==> src/rtl/hdma_pkg.sv <==
// Shared types and defaults for the HDMA memory-side responder.
package hdma_pkg;

  typedef enum logic [1:0] {
    IDLE = 2'd0,
    REQ  = 2'd1,
    CAPT = 2'd2
  } rd_state_e;

  localparam int unsigned SLOT_LEN_DEF   = 4;
  localparam int unsigned FIFO_DEPTH_DEF = 2;
  localparam logic [15:0] VRAM_BASE      = 16'h8000;
  localparam int unsigned VADDR_W        = 13;
  localparam int unsigned ENTRY_W        = VADDR_W + 8;

endpackage

==> src/rtl/hdma_xfer_fifo.sv <==
// Small synchronous FIFO between the bus-read side and the VRAM write port.
// A push to a full FIFO is accepted only when a pop happens in the same cycle.
module hdma_xfer_fifo #(
  parameter int unsigned DEPTH = 2,
  parameter int unsigned WIDTH = 21
) (
  input  logic             clk,
  input  logic             reset_n,
  input  logic             push,
  input  logic [WIDTH-1:0] wdata,
  input  logic             pop,
  output logic [WIDTH-1:0] rdata,
  output logic             full,
  output logic             empty
);

  localparam int unsigned AW = (DEPTH > 1) ? $clog2(DEPTH) : 1;
  localparam logic [AW:0] FULL_CNT = (AW+1)'(DEPTH);

  logic [WIDTH-1:0] mem_q [DEPTH];
  logic [AW-1:0]    wr_ptr_q;
  logic [AW-1:0]    rd_ptr_q;
  logic [AW:0]      count_q;
  logic             do_push;
  logic             do_pop;

  assign full    = (count_q == FULL_CNT);
  assign empty   = (count_q == '0);
  assign do_pop  = pop & ~empty;
  assign do_push = push & (~full | do_pop);
  assign rdata   = mem_q[rd_ptr_q];

  // Pointers wrap naturally because DEPTH is a power of two.
  always_ff @(posedge clk or negedge reset_n) begin
    if (!reset_n) begin
      wr_ptr_q <= '0;
      rd_ptr_q <= '0;
      count_q  <= '0;
    end else begin
      if (do_push) wr_ptr_q <= wr_ptr_q + 1'b1;
      if (do_pop)  rd_ptr_q <= rd_ptr_q + 1'b1;
      case ({do_push, do_pop})
        2'b10:   count_q <= count_q + 1'b1;
        2'b01:   count_q <= count_q - 1'b1;
        default: count_q <= count_q;
      endcase
    end
  end

  always_ff @(posedge clk) begin
    if (do_push) mem_q[wr_ptr_q] <= wdata;
  end

endmodule

==> src/rtl/hdma_xfer.sv <==
// HDMA/GDMA memory-side responder: bus read -> FIFO -> VRAM write, with CPU stall.
// Optional HDMA_XFER_STATS_EN adds a saturating byte_count of VRAM writes per request.
module hdma_xfer
  import hdma_pkg::*;
#(
  parameter int unsigned FIFO_DEPTH = FIFO_DEPTH_DEF,
  parameter int unsigned SLOT_LEN   = SLOT_LEN_DEF
) (
  input  logic        clk,
  input  logic        reset_n,
  input  logic        hdma_rd,
  input  logic [15:0] hdma_source_addr,
  input  logic [15:0] hdma_target_addr,
  output logic [15:0] bus_addr,
  output logic        bus_rd,
  input  logic [7:0]  bus_din,
  input  logic        vram_busy,
  output logic [12:0] vram_addr,
  output logic        vram_wr,
  output logic [7:0]  vram_dout,
  output logic        cpu_stall,
  output logic        overrun
`ifdef HDMA_XFER_STATS_EN
  ,
  output logic [15:0] byte_count
`endif
);

  if (FIFO_DEPTH < 2 || (FIFO_DEPTH & (FIFO_DEPTH - 1)) != 0) begin : g_bad_depth
    $error("FIFO_DEPTH must be a power of two >= 2");
  end
  if (SLOT_LEN < 2) begin : g_bad_slot
    $error("SLOT_LEN must be >= 2");
  end

  rd_state_e            state_q, state_d;
  logic                 rd_q;
  logic [15:0]          last_src_q;
  logic                 pend_q, pend_d;
  logic [15:0]          pend_src_q, pend_src_d;
  logic [VADDR_W-1:0]   pend_tgt_q, pend_tgt_d;
  logic [15:0]          req_src_q, req_src_d;
  logic [VADDR_W-1:0]   req_tgt_q, req_tgt_d;
  logic                 overrun_q, overrun_d;
  logic                 detect, rise;
  logic                 fifo_push, fifo_full, fifo_empty;
  logic [ENTRY_W-1:0]   fifo_rdata;
  logic                 unused_tgt_hi;

  assign unused_tgt_hi = ^hdma_target_addr[15:13];

  assign rise   = hdma_rd & ~rd_q;
  assign detect = hdma_rd & (~rd_q | (hdma_source_addr != last_src_q));

  // A queued detect only survives while the request level stays high.
  always_comb begin
    state_d    = state_q;
    pend_d     = pend_q & hdma_rd;
    pend_src_d = pend_src_q;
    pend_tgt_d = pend_tgt_q;
    req_src_d  = req_src_q;
    req_tgt_d  = req_tgt_q;
    fifo_push  = 1'b0;
    unique case (state_q)
      IDLE: begin
        if (detect) begin
          state_d   = REQ;
          req_src_d = hdma_source_addr;
          req_tgt_d = hdma_target_addr[VADDR_W-1:0];
        end
      end
      REQ: begin
        state_d = CAPT;
        if (detect) begin
          pend_d     = 1'b1;
          pend_src_d = hdma_source_addr;
          pend_tgt_d = hdma_target_addr[VADDR_W-1:0];
        end
      end
      CAPT: begin
        fifo_push = 1'b1;
        if (pend_q && hdma_rd) begin
          state_d   = REQ;
          req_src_d = pend_src_q;
          req_tgt_d = pend_tgt_q;
          pend_d    = detect;
          if (detect) begin
            pend_src_d = hdma_source_addr;
            pend_tgt_d = hdma_target_addr[VADDR_W-1:0];
          end
        end else if (detect) begin
          state_d   = REQ;
          req_src_d = hdma_source_addr;
          req_tgt_d = hdma_target_addr[VADDR_W-1:0];
        end else begin
          state_d = IDLE;
        end
      end
      default: state_d = IDLE;
    endcase
  end

  always_comb begin
    overrun_d = rise ? 1'b0 : overrun_q;
    if (fifo_push && fifo_full && !vram_wr) overrun_d = 1'b1;
  end

  always_ff @(posedge clk or negedge reset_n) begin
    if (!reset_n) begin
      state_q    <= IDLE;
      rd_q       <= 1'b0;
      last_src_q <= 16'hFFFF;
      pend_q     <= 1'b0;
      pend_src_q <= '0;
      pend_tgt_q <= '0;
      req_src_q  <= '0;
      req_tgt_q  <= '0;
      overrun_q  <= 1'b0;
    end else begin
      state_q    <= state_d;
      rd_q       <= hdma_rd;
      last_src_q <= detect ? hdma_source_addr : last_src_q;
      pend_q     <= pend_d;
      pend_src_q <= pend_src_d;
      pend_tgt_q <= pend_tgt_d;
      req_src_q  <= req_src_d;
      req_tgt_q  <= req_tgt_d;
      overrun_q  <= overrun_d;
    end
  end

  hdma_xfer_fifo #(
    .DEPTH (FIFO_DEPTH),
    .WIDTH (ENTRY_W)
  ) u_fifo (
    .clk     (clk),
    .reset_n (reset_n),
    .push    (fifo_push),
    .wdata   ({req_tgt_q, bus_din}),
    .pop     (vram_wr),
    .rdata   (fifo_rdata),
    .full    (fifo_full),
    .empty   (fifo_empty)
  );

  assign bus_addr  = req_src_q;
  assign bus_rd    = (state_q == REQ);
  assign vram_wr   = ~fifo_empty & ~vram_busy;
  assign vram_addr = vram_wr ? fifo_rdata[ENTRY_W-1:8] : '0;
  assign vram_dout = vram_wr ? fifo_rdata[7:0] : '0;
  assign cpu_stall = hdma_rd | (state_q != IDLE) | pend_q | ~fifo_empty;
  assign overrun   = overrun_q;

`ifdef HDMA_XFER_STATS_EN
  logic [15:0] byte_count_q;

  always_ff @(posedge clk or negedge reset_n) begin
    if (!reset_n) begin
      byte_count_q <= '0;
    end else if (rise) begin
      byte_count_q <= {15'd0, vram_wr};
    end else if (vram_wr && byte_count_q != 16'hFFFF) begin
      byte_count_q <= byte_count_q + 16'd1;
    end
  end

  assign byte_count = byte_count_q;
`endif

endmodule

==> config.mk <==
export PLATFORM = sky130hd
export DESIGN_NAME = hdma_xfer
export DESIGN_NICKNAME = d
export VERILOG_FILES = /design/src/rtl/hdma_pkg.sv /design/src/rtl/hdma_xfer_fifo.sv /design/src/rtl/hdma_xfer.sv
export SDC_FILE = /design/constraint.sdc
export NUM_CORES = 1
export LEC_CHECK = 0
export BUFFER_PORTS_ARGS = -buffer_cell sky130_fd_sc_hd__clkbuf_2
export CAP_MARGIN = 40
export CORE_MARGIN = 5
export CORE_UTILIZATION = 60
export DETAILED_ROUTE_END_ITERATION = 16
export PLACE_DENSITY = 0.84
export SKIP_LAST_GASP = 1
export SLEW_MARGIN = 15
export SYNTH_ARGS = -nofsm -noshare
export SYNTH_HDL_FRONTEND = slang
export SYNTH_SLANG_ARGS = --single-unit
==> constraint.sdc <==
create_clock -name clk -period 4.8 [get_ports clk]
set_clock_uncertainty 0.05 [all_clocks]
set_input_delay 0.48 -clock clk [delete_from_list [all_inputs] [get_ports clk]]
set_output_delay 0.48 -clock clk [all_outputs]
set_load 0.03 [all_outputs]
==> PnR_summary.wiki <==
{| class="wikitable"
! Metric !! Value
|-
| Result of the run || completed
|-
| Kind of capture point of the worst setup path || output pin
|-
| Slew Limit Headroom || 0.529
|-
| Via/cell ratio || 5.76
|-
| GRT Resource Usage Total || 0.221
|-
| Number of port buffers || 81
|-
| Setup Total Neg Slack || 0 ns
|-
| Leakage power figure || 0.00274 uW
|-
| Cell with the most instances after synthesis || sky130_fd_sc_hd__dfrtp_1
|-
| Hold violation total from the final report || 0
|-
| Fraction of layout cells with a size suffix above 1 || 0.497
|-
| Leading post-synthesis cells by instance count || sky130_fd_sc_hd__dfrtp_1 (67), sky130_fd_sc_hd__edfxtp_1 (42), sky130_fd_sc_hd__mux2_2 (35), sky130_fd_sc_hd__or2_2 (31), sky130_fd_sc_hd__o221a_2 (27)
|-
| Final worst-path cycle share || 0.546
|-
| Antenna violations before repair || 0
|-
| Area used by multi-input combinational logic || 1840 um2
|-
| Routed WL per cell || 19.4 um
|-
| CTS tree || done
|-
| Synth warn || 0
|-
| Crit-path max FO || 12
|-
| Combinational cell fraction of total power || 0.309
|-
| Timing-limited maximum frequency || 381 MHz
|-
| First-pass iteration count of the detailed router || 4
|-
| Min Hold Slack || 0.103 ns
|-
| Top FF cell, synth || sky130_fd_sc_hd__dfrtp_1
|-
| Layout fillers || 521
|-
| Number of H-tree levels || 4
|-
| Class of the most critical hold timing path || in -> reg
|-
| Count of flip-flops with a built-in enable after synthesis || 42
|-
| Weighted congestion at the end of routability-driven global placement || 0.834
|-
| DRT Wirelength || 11.2 mm
|-
| Unrepaired setup endpoints after global routing || no
|-
| Area taken by flip-flops and latches || 3360 um2
|-
| Reg clk slew, reported paths || 0.06 ns
|-
| Transition time at the pin with the least slew margin || 0.707 ns
|-
| Number of design rule violations left after detail routing || 0
|-
| Cell type contributing the most total cell area after synthesis || sky130_fd_sc_hd__dfrtp_1
|-
| Half-perimeter wire length after detailed placement || 7.25 mm
|-
| CTS Root Cell || sky130_fd_sc_hd__clkbuf_8
|-
| Most area-consuming cells after synthesis || sky130_fd_sc_hd__dfrtp_1 (32%), sky130_fd_sc_hd__edfxtp_1 (24%), sky130_fd_sc_hd__dfstp_2 (7.9%)
|-
| Sw Share || 0.327
|-
| Sequential element share of the synthesized area || 0.632
|-
| DIE AREA || 10800 um2
|-
| Crit start category || flip-flop
|-
| Number of core rows || 34
|-
| Number of placed I/O pins || 85
|-
| Req. time, crit path || 4.27 ns
|-
| Power per cell area || 679 nW/um2
|-
| Max-cap viol count || 0
|-
| Clock network fraction of total power || 0.293
|-
| Core Area || 8680 um2
|-
| Die Width || 104 um
|-
| Internal power || 2990 uW
|-
| 1st-iter DRT viols || 162
|-
| Sink Count || 125
|-
| Antenna-violating nets left || 0
|-
| Cell area after synthesis || 5320 um2
|-
| Syn_area_per_cell || 14.4 um2
|-
| Effective utilization at floorplan || 0.612
|-
| Number of vias in the routed layout || 3348
|-
| Category of the critical setup timing path || reg -> out
|-
| Pins over their slew limit || 0
|-
| Share of async-settable or async-resettable flops after synthesis || 0.664
|-
| Clock Tree Buf Depth || 2
|-
| Post-synthesis cell type count || 36
|-
| Y dimension of the die || 104 um
|-
| TritonCTS buffer count || 17
|-
| Wire length of the first global-routing pass || 19.0 mm
|-
| P&R area growth vs syn || 23.2%
|-
| Worst-skew pair later-pin latency || 0.52 ns
|-
| Number of nets in the finished design || 508
|-
| VDD IR-drop max || 0.448 mV
|-
| Pin count of the biggest net entering global routing || 47
|-
| Buffers inserted during post-CTS setup optimization || 0
|-
| Synth Instances || 370
|-
| Final setup vio count || 0
|-
| Register share of total power || 0.398
|-
| Critical Path AT || 2.09 ns
|-
| Yosys reg bits || 125
|-
| Vias in the first global route || 3602
|-
| Number of nets in the synthesized netlist || 418
|-
| Share of Yosys cell area claimed by the top area cell type || 0.315
|-
| Final min period || 2.62 ns
|-
| Overall overflow remaining after global route || 0
|-
| Ant. Diodes || 0
|-
| Net load switching power || 1450 uW
|}
power by group through the flow:
stage	clock network [uW]	registers, uW	logic [uW]
global route	1380	1810	1480
floorplan	0	1820	880
finish	1300	1770	1370
global placement	0	1760	1220
CTS	1310	1770	1390
detailed placement	0	1770	1370
cell usage in the layout (no fill, tap or decap), drive strengths merged, types with 11 or more instances in the layout:
cell type | netlist | routed
o21ai | 11 | 11
or2 | 31 | 31
dfstp | 16 | 16
nor2 | 26 | 26
mux2i | 21 | 21
mux2 | 45 | 45
xor2 | 11 | 11
dfrtp | 67 | 67
clkbuf | 11 | 100
o221a | 29 | 29
edfxtp | 42 | 42
worst max-delay path, cell delays in order, from the launching register on:
cell and delay (ns):
sky130_fd_sc_hd__dfrtp_1 0.80, sky130_fd_sc_hd__buf_8 0.25, sky130_fd_sc_hd__mux2i_1 0.27, sky130_fd_sc_hd__nor2_1 0.06, sky130_fd_sc_hd__clkbuf_2 0.18
metal layers:
metal | vias to the layer above | share of wire | track usage
li1 | 1544 | - | -
met1 | 1686 | 0.41 | 0.273
met2 | 100 | 0.52 | 0.370
met3 | 18 | 0.060 | 0.0695
met4 | 0 | 0.015 | 0.0712
met5 | - | 0 | 0
stage by stage:
| step | util | worst slack [ns] | area (um2) | cells | power (uW) |
|---|---|---|---|---|---|
| 6_report | 0.754 | 2.18 | 6550 | 581 | 4440 |
| 5_1_grt | 0.754 | 2.05 | 6550 | 581 | 4670 |
| 4_1_cts | 0.754 | 2.17 | 6550 | 581 | 4470 |
| 3_5_place_dp | 0.683 | 2.21 | 5930 | 548 | 3140 |
| 3_3_place_gp | 0.667 | 1.95 | 5790 | 541 | 2980 |
| 2_1_floorplan | - | 2.50 | 5320 | 370 | 2700 |
sequential cells by signal, indices dropped and copies added (netlist names):
register and flops:
req_tgt_q 13, rd_q 1, pend_src_q 16, pend_q 1
bus_addr 16, last_src_q 16, state_q 2, overrun 1
pend_tgt_q 13, u_fifo.count_q 2, u_fifo.mem_q 42, u_fifo.wr_ptr_q 1
u_fifo.rd_ptr_q 1
path summary, 6_finish.rpt:
check	depth (start not counted)	slack, ns	to	from
setup / recovery	4	2.18	vram_addr[9]	u_fifo.rd_ptr_q
hold / removal	1	0.10	u_fifo.mem_q[1][3]	bus_din[3]
setup reg to reg	6	2.34	pend_tgt_q[0]	last_src_q[14]
hold reg to reg	0	0.43	u_fifo.mem_q[1][9]	req_tgt_q[1]
max in group asynchronous	3	3.63	last_src_q[13]	reset_n
min in group asynchronous	2	0.42	pend_src_q[9]	reset_n
cell families after synthesis:
logic type | Yosys count | share of synthesized area
XOR/XNOR | 18 | 0.0297
AO/OA/AOI/OAI | 53 | 0.0916
flip-flops | 125 | 0.632
multiplexers | 66 | 0.135
adder cells (fa/ha/maj) | 4 | 0.00942
AND/OR/NAND/NOR | 75 | 0.0746
buffers and inverters | 29 | 0.0280
area by class of cell:
class	count	area share
inverters	9	0.00516
multi-input cells	216	0.281
clock inverters	12	0.0260
well taps	108	0.0206
flip-flops and latches	125	0.513
repair buffers	91	0.0879
clock buffers	20	0.0665
what timing repair did:
action | in CTS | in global routing
hold buffers | 1 | 0
resized for setup | 0 | 0
endpoints found under the hold margin | 30 | 0
Power figures use the tool's default switching activity.
